===== src/rtl/alu_pkg.sv =====
// Shared definitions for the ALU and its request/response front end.
package alu_pkg;

  typedef enum logic [2:0] {
    ADD = 3'b000,
    SUB = 3'b001,
    AND = 3'b010,
    OR  = 3'b011,
    XOR = 3'b100,
    NOT = 3'b101,
    SHL = 3'b110,
    SHR = 3'b111
  } alu_op_e;

  typedef enum logic [1:0] {
    IDLE = 2'd0,
    EXEC = 2'd1,
    RESP = 2'd2
  } state_e;

endpackage


===== src/rtl/alu_req_ctrl.sv =====
// Request/response front end for the combinational ALU. One operation is in
// flight at a time: accept -> drive ALU for one cycle -> hold response until
// consumed. Supports chaining the previous result back in as operand a.
module alu_req_ctrl
  import alu_pkg::*;
#(
  parameter int WIDTH   = 8,
  parameter int TAG_W   = 4,
  parameter int COUNT_W = 4
) (
  input  logic               clk,
  input  logic               rst,
  input  logic               req_valid,
  output logic               req_ready,
  input  logic [WIDTH-1:0]   req_a,
  input  logic [WIDTH-1:0]   req_b,
  input  logic [2:0]         req_op,
  input  logic [TAG_W-1:0]   req_tag,
  input  logic               req_chain,
  output logic [WIDTH-1:0]   alu_a,
  output logic [WIDTH-1:0]   alu_b,
  output logic [2:0]         alu_op,
  input  logic [WIDTH-1:0]   alu_result,
  input  logic               alu_zero,
  output logic               rsp_valid,
  input  logic               rsp_ready,
  output logic [WIDTH-1:0]   rsp_result,
  output logic               rsp_zero,
  output logic [TAG_W-1:0]   rsp_tag,
  output logic [COUNT_W-1:0] op_count
);

  state_e           state;
  alu_op_e          op_q;
  logic [WIDTH-1:0] last_result;

  // Handshake flags come straight from the state register, so req_ready never
  // depends on rsp_ready and a new request cannot overlap a pending response.
  assign req_ready = (state == IDLE);
  assign rsp_valid = (state == RESP);
  assign alu_op    = op_q;

  // Single FSM: issue operands on accept, capture ALU output after one cycle,
  // hold the response until it is consumed.
  always_ff @(posedge clk) begin
    if (rst) begin
      state       <= IDLE;
      alu_a       <= '0;
      alu_b       <= '0;
      op_q        <= ADD;
      rsp_tag     <= '0;
      rsp_result  <= '0;
      rsp_zero    <= 1'b0;
      last_result <= '0;
      op_count    <= '0;
    end else begin
      case (state)
        IDLE: begin
          if (req_valid) begin
            // Chaining sees last_result as it stands at this accept edge.
            alu_a   <= req_chain ? last_result : req_a;
            alu_b   <= req_b;
            op_q    <= alu_op_e'(req_op);
            rsp_tag <= req_tag;
            state   <= EXEC;
          end
        end
        EXEC: begin
          // ALU has had a full cycle to settle on the registered operands.
          rsp_result  <= alu_result;
          rsp_zero    <= alu_zero;
          last_result <= alu_result;
          state       <= RESP;
        end
        RESP: begin
          if (rsp_ready) begin
            op_count <= op_count + COUNT_W'(1);
            state    <= IDLE;
          end
        end
        default: state <= IDLE;
      endcase
    end
  end

endmodule


===== config.mk =====
export PLATFORM = sky130hd
export DESIGN_NAME = alu_req_ctrl
export DESIGN_NICKNAME = d
export VERILOG_FILES = /design/src/rtl/alu_pkg.sv /design/src/rtl/alu_req_ctrl.sv
export SDC_FILE = /design/constraint.sdc
export NUM_CORES = 1
export LEC_CHECK = 0
export CAP_MARGIN = 10
export CELL_PAD_IN_SITES_DETAIL_PLACEMENT = 1
export CELL_PAD_IN_SITES_GLOBAL_PLACEMENT = 2
export CORE_MARGIN = 4
export CORE_UTILIZATION = 25
export CTS_BUF_LIST = sky130_fd_sc_hd__clkbuf_4
export CTS_CLUSTER_DIAMETER = 150
export DETAILED_ROUTE_END_ITERATION = 8
export PLACE_DENSITY_LB_ADDON = 0.1
export RECOVER_POWER = 50
export SYNTH_ARGS = -nofsm -noshare
export SYNTH_HDL_FRONTEND = slang
export SYNTH_SLANG_ARGS = --single-unit

===== constraint.sdc =====
create_clock -name clk -period 1.8 [get_ports clk]
set_input_delay 0.45 -clock clk [delete_from_list [all_inputs] [get_ports clk]]
set_output_delay 0.45 -clock clk [all_outputs]
set_load 0.03 [all_outputs]

==> flow_results.org, run 1 <==
** GRT
- Global route total overflow :: 0
- The via count of the first global-routing pass came to 1359.
- Entering global routing, the biggest net connects 39 pins.
- Total global-route track usage :: 12.2%
- Wire length of the first global-routing pass :: 7020 um
- The initial antenna violation count is 0.

** Yosys
- Synthesis inferred 38 register bits.
- Count of cell types in the netlist :: 21
- Post-Synthesis Mean Instance Area :: 10.0 sq um
- The number of nets in the synthesized netlist is 188.
- Portion of the post-synthesis area used by sequential elements :: 50.6%
- Of all flip-flops after synthesis, the portion carrying an async set or reset was 0%.
- Number of flops mapped to enable cells by yosys :: 0
- Warnings, synthesis :: 0
- Counting every instance in the synthesized netlist gives 150.
- The mapped netlist covers 0.00150 sq mm.
- Among all flip-flop cells after synthesis, the most frequent one is sky130_fd_sc_hd__dfxtp_1.

** Status
- The run finished with clean final reports.

** Job
- Max-cap viol count :: 0

** Timing
- The worst path in the final design needs a cycle of 1690 ps, including I/O delays and setup.
- Final setup fails :: 0
- RSZ-0062 raised after global routing :: no
- Hold slack :: 468 ps
- The number of pins with negative max-slew slack in the final report was 0.
- At the pin with the least slew margin, the transition time is 482 ps.
- Tightest slew margin relative to the limit :: 67.8%
- Highest Clock Rate :: 591 MHz
- The final critical path takes up 94.0% of the cycle.
- Setup total negative slack on the finished layout was measured at 0 ps.
- Final Hold Violating Endpoints :: 0
- Skew final :: 7.34 ps

** Clock network
- Once the clock tree was built, the setup fixing pass inserted 0 buffers.
- TritonCTS Buffers :: 5
- The H-tree was split into 2 levels.
- Count of hold-fix buffers inserted at cts :: 0
- Total of cells resized after clock tree synthesis :: 37
- Clock tree from TritonCTS :: built
- Worst-Skew Late Latency :: 340 ps
- Clock tree synthesis selected as its root buffer the cell sky130_fd_sc_hd__clkbuf_4.
- Count of clock tree sinks :: 38
- After clock tree synthesis, the clock-pin slew on the worst setup and hold paths is 110 ps.
- The longest clock path from root to sink contains 2 buffers.

** Critical path
- Reg2reg start :: state[0]
- The setup check on the worst reg-to-reg path leaves a slack of 180 ps.
- CP Class :: in -> reg
- Type of element launching the critical path :: input port
- For the worst flop-to-flop path, the logic depth is 5.
- Worst flop-to-flop path endpoint :: alu_op[0]
- Data required time of the critical path :: 2040 ps
- Data arrives at the worst endpoint at 1930 ps.
- The worst setup path is captured at a register.
- Peak fanout along the critical path :: 32

** Detailed routing
- Drt total wl :: 4380 um
- Routed length per instance :: 14.6 um
- Using the TritonRoute via totals, the vias-per-cell ratio works out to 4.42.
- The detail route stage leaves a number of antenna-violating nets equal to 0.
- The first routing iteration left 20 violations.
- DRC :: 0
- The first detailed-routing pass ran for 2 iterations.
- The detailed router placed 1330 vias in this run.

** Power and ir drop
- The worst-case IR drop observed on VDD is 0.000299 V.
- Power density over cell area :: 876 mW/mm^2
- For this design the static power due to leakage is 1.08 nW.
- Power comes to 2.07 mW.

** Place
- Cell total after placement :: 293
- Once detailed placement completed, the half-perimeter wirelength came to 3240 um.
- In this run the tool buffered the top-level ports with 74 buffer cells.
- Global placer's final weighted congestion :: 0.757

** Die
- The floorplan step defined a die boundary enclosing 0.00732 sq mm.
- Num rows :: 27
- Initial standard-cell utilization of the core :: 26.5%
- Total I/O pin count :: 75
- Die Wd :: 85.5 um
- Die span in y :: 85.5 um
- Core region area :: 0.00568 sq mm

** Cells and area
- After filler insertion, the fill cell instance count of the layout stands at 654.
- Highest-count cells in the layout ignoring fill and taps :: 38 x sky130_fd_sc_hd__dfxtp_1, 37 x sky130_fd_sc_hd__dlygate4sd2_1, 35 x sky130_fd_sc_hd__clkdlybuf4s50_1, 27 x sky130_fd_sc_hd__nor2_1, 24 x sky130_fd_sc_hd__mux2i_1
- Most common cell after layout, fill and taps aside :: sky130_fd_sc_hd__dfxtp_1
- Layout area overhead :: 57.2%
- Layout cell share with drive strength beyond 1 :: 8.73%
- 0 antenna diodes ended up in the layout.
- Once layout is complete, the cells apart from fillers number 301.
- At the end of the flow, the number of nets in the layout was 266.

** Hold path
- Worst hold path startpoint :: rsp_zero
- Hold Path Cell Cnt :: 2
- Class of the most critical hold timing path :: reg -> reg
- The worst hold path terminates at rsp_zero.
[Yosys cell counts (all sizes together), types with 2 or more instances]
| cell type | n | area [sq um] |
|---|---|---|
| nand2b | 2 | 12.5 |
| a211oi | 8 | 100 |
| xor2 | 2 | 17.5 |
| buf | 8 | 56.3 |
| mux2i | 24 | 240 |
| nor2b | 2 | 12.5 |
| dfxtp | 38 | 761 |
| nor2 | 27 | 101 |
| clkbuf | 2 | 7.51 |
| a21oi | 11 | 55.1 |
| nand2 | 18 | 67.6 |
[metal layers]
metal	vias up	track usage (%)	part of all wire (%)
met1	613	15.7	44
met5	-	0	0
li1	660	-	-
met4	0	3.45	1.0
met3	6	4.42	7.5
met2	51	19.1	48
[cell families after synthesis]
family,after synthesis,synth area share [%]
fa+ha+maj,1,0.833
mux,24,16.0
simple gates,55,16.5
compound gates,20,10.7
flops,38,50.6
buf+inv,10,4.25
xor+xnor,2,1.17
[power by group]
| part | internal [mW] | total, mW | switching [mW] |
|---|---|---|---|
| Sequential | 0.893 | 0.923 | 0.0294 |
| Combinational | 0.192 | 0.433 | 0.241 |
| Clock | 0.428 | 0.714 | 0.286 |
| Total | 1.51 | 2.07 | 0.556 |
[registers in the layout, indices dropped and copies added, names as in the netlist]
name / flops
alu_a: 8
alu_b: 8
alu_op: 3
last_result: 8
op_count: 4
rsp_tag: 4
rsp_zero: 1
state: 2
[worst max path at each step]
stage                            to      start  depth (start not counted)
after CTS                 rsp_valid   state[1]                          3
after floorplan           rsp_valid   state[1]                          1
after global routing      rsp_valid   state[1]                          3
final                     alu_op[0]  req_valid                          5
after global placement     alu_b[6]  req_valid                          5
after detailed placement  alu_op[0]  req_valid                          5
[cell type report]
class	count	area [sq um]	share of cell area (%)
Sequential cell	38	761	32.2
Timing Repair Buffer	81	753	31.9
Multi-Input combinational cell	102	657	27.8
Tap cell	72	90.1	3.81
Clock inverter	3	63.8	2.70
Clock buffer	5	37.5	1.59
[critical path, stage by stage]
cell                              delay [ps]
sky130_fd_sc_hd__clkdlybuf4s50_1         440
sky130_fd_sc_hd__nor3b_1                 180
sky130_fd_sc_hd__clkbuf_4                490
sky130_fd_sc_hd__mux2i_1                 280
sky130_fd_sc_hd__nor2_1                   70
[through the flow]
stage          cell area [sq um]  setup WS [ps]  util, %
2_1_floorplan               1500            409        -
3_3_place_gp                2340           57.8     41.3
3_5_place_dp                2340          -32.4     41.3
4_1_cts                     2400           87.7     42.3
5_1_grt                     2360           60.7     41.6
6_report                    2360            108     41.6
Note: power is estimated with default switching activity, not from simulation.
==> run 2: changes to the inputs <==
CTS_CLUSTER_DIAMETER = 200   (was 150)
==> results of run 2 <==
No change in the layout: final DEF, timing and power equal those of run 1.
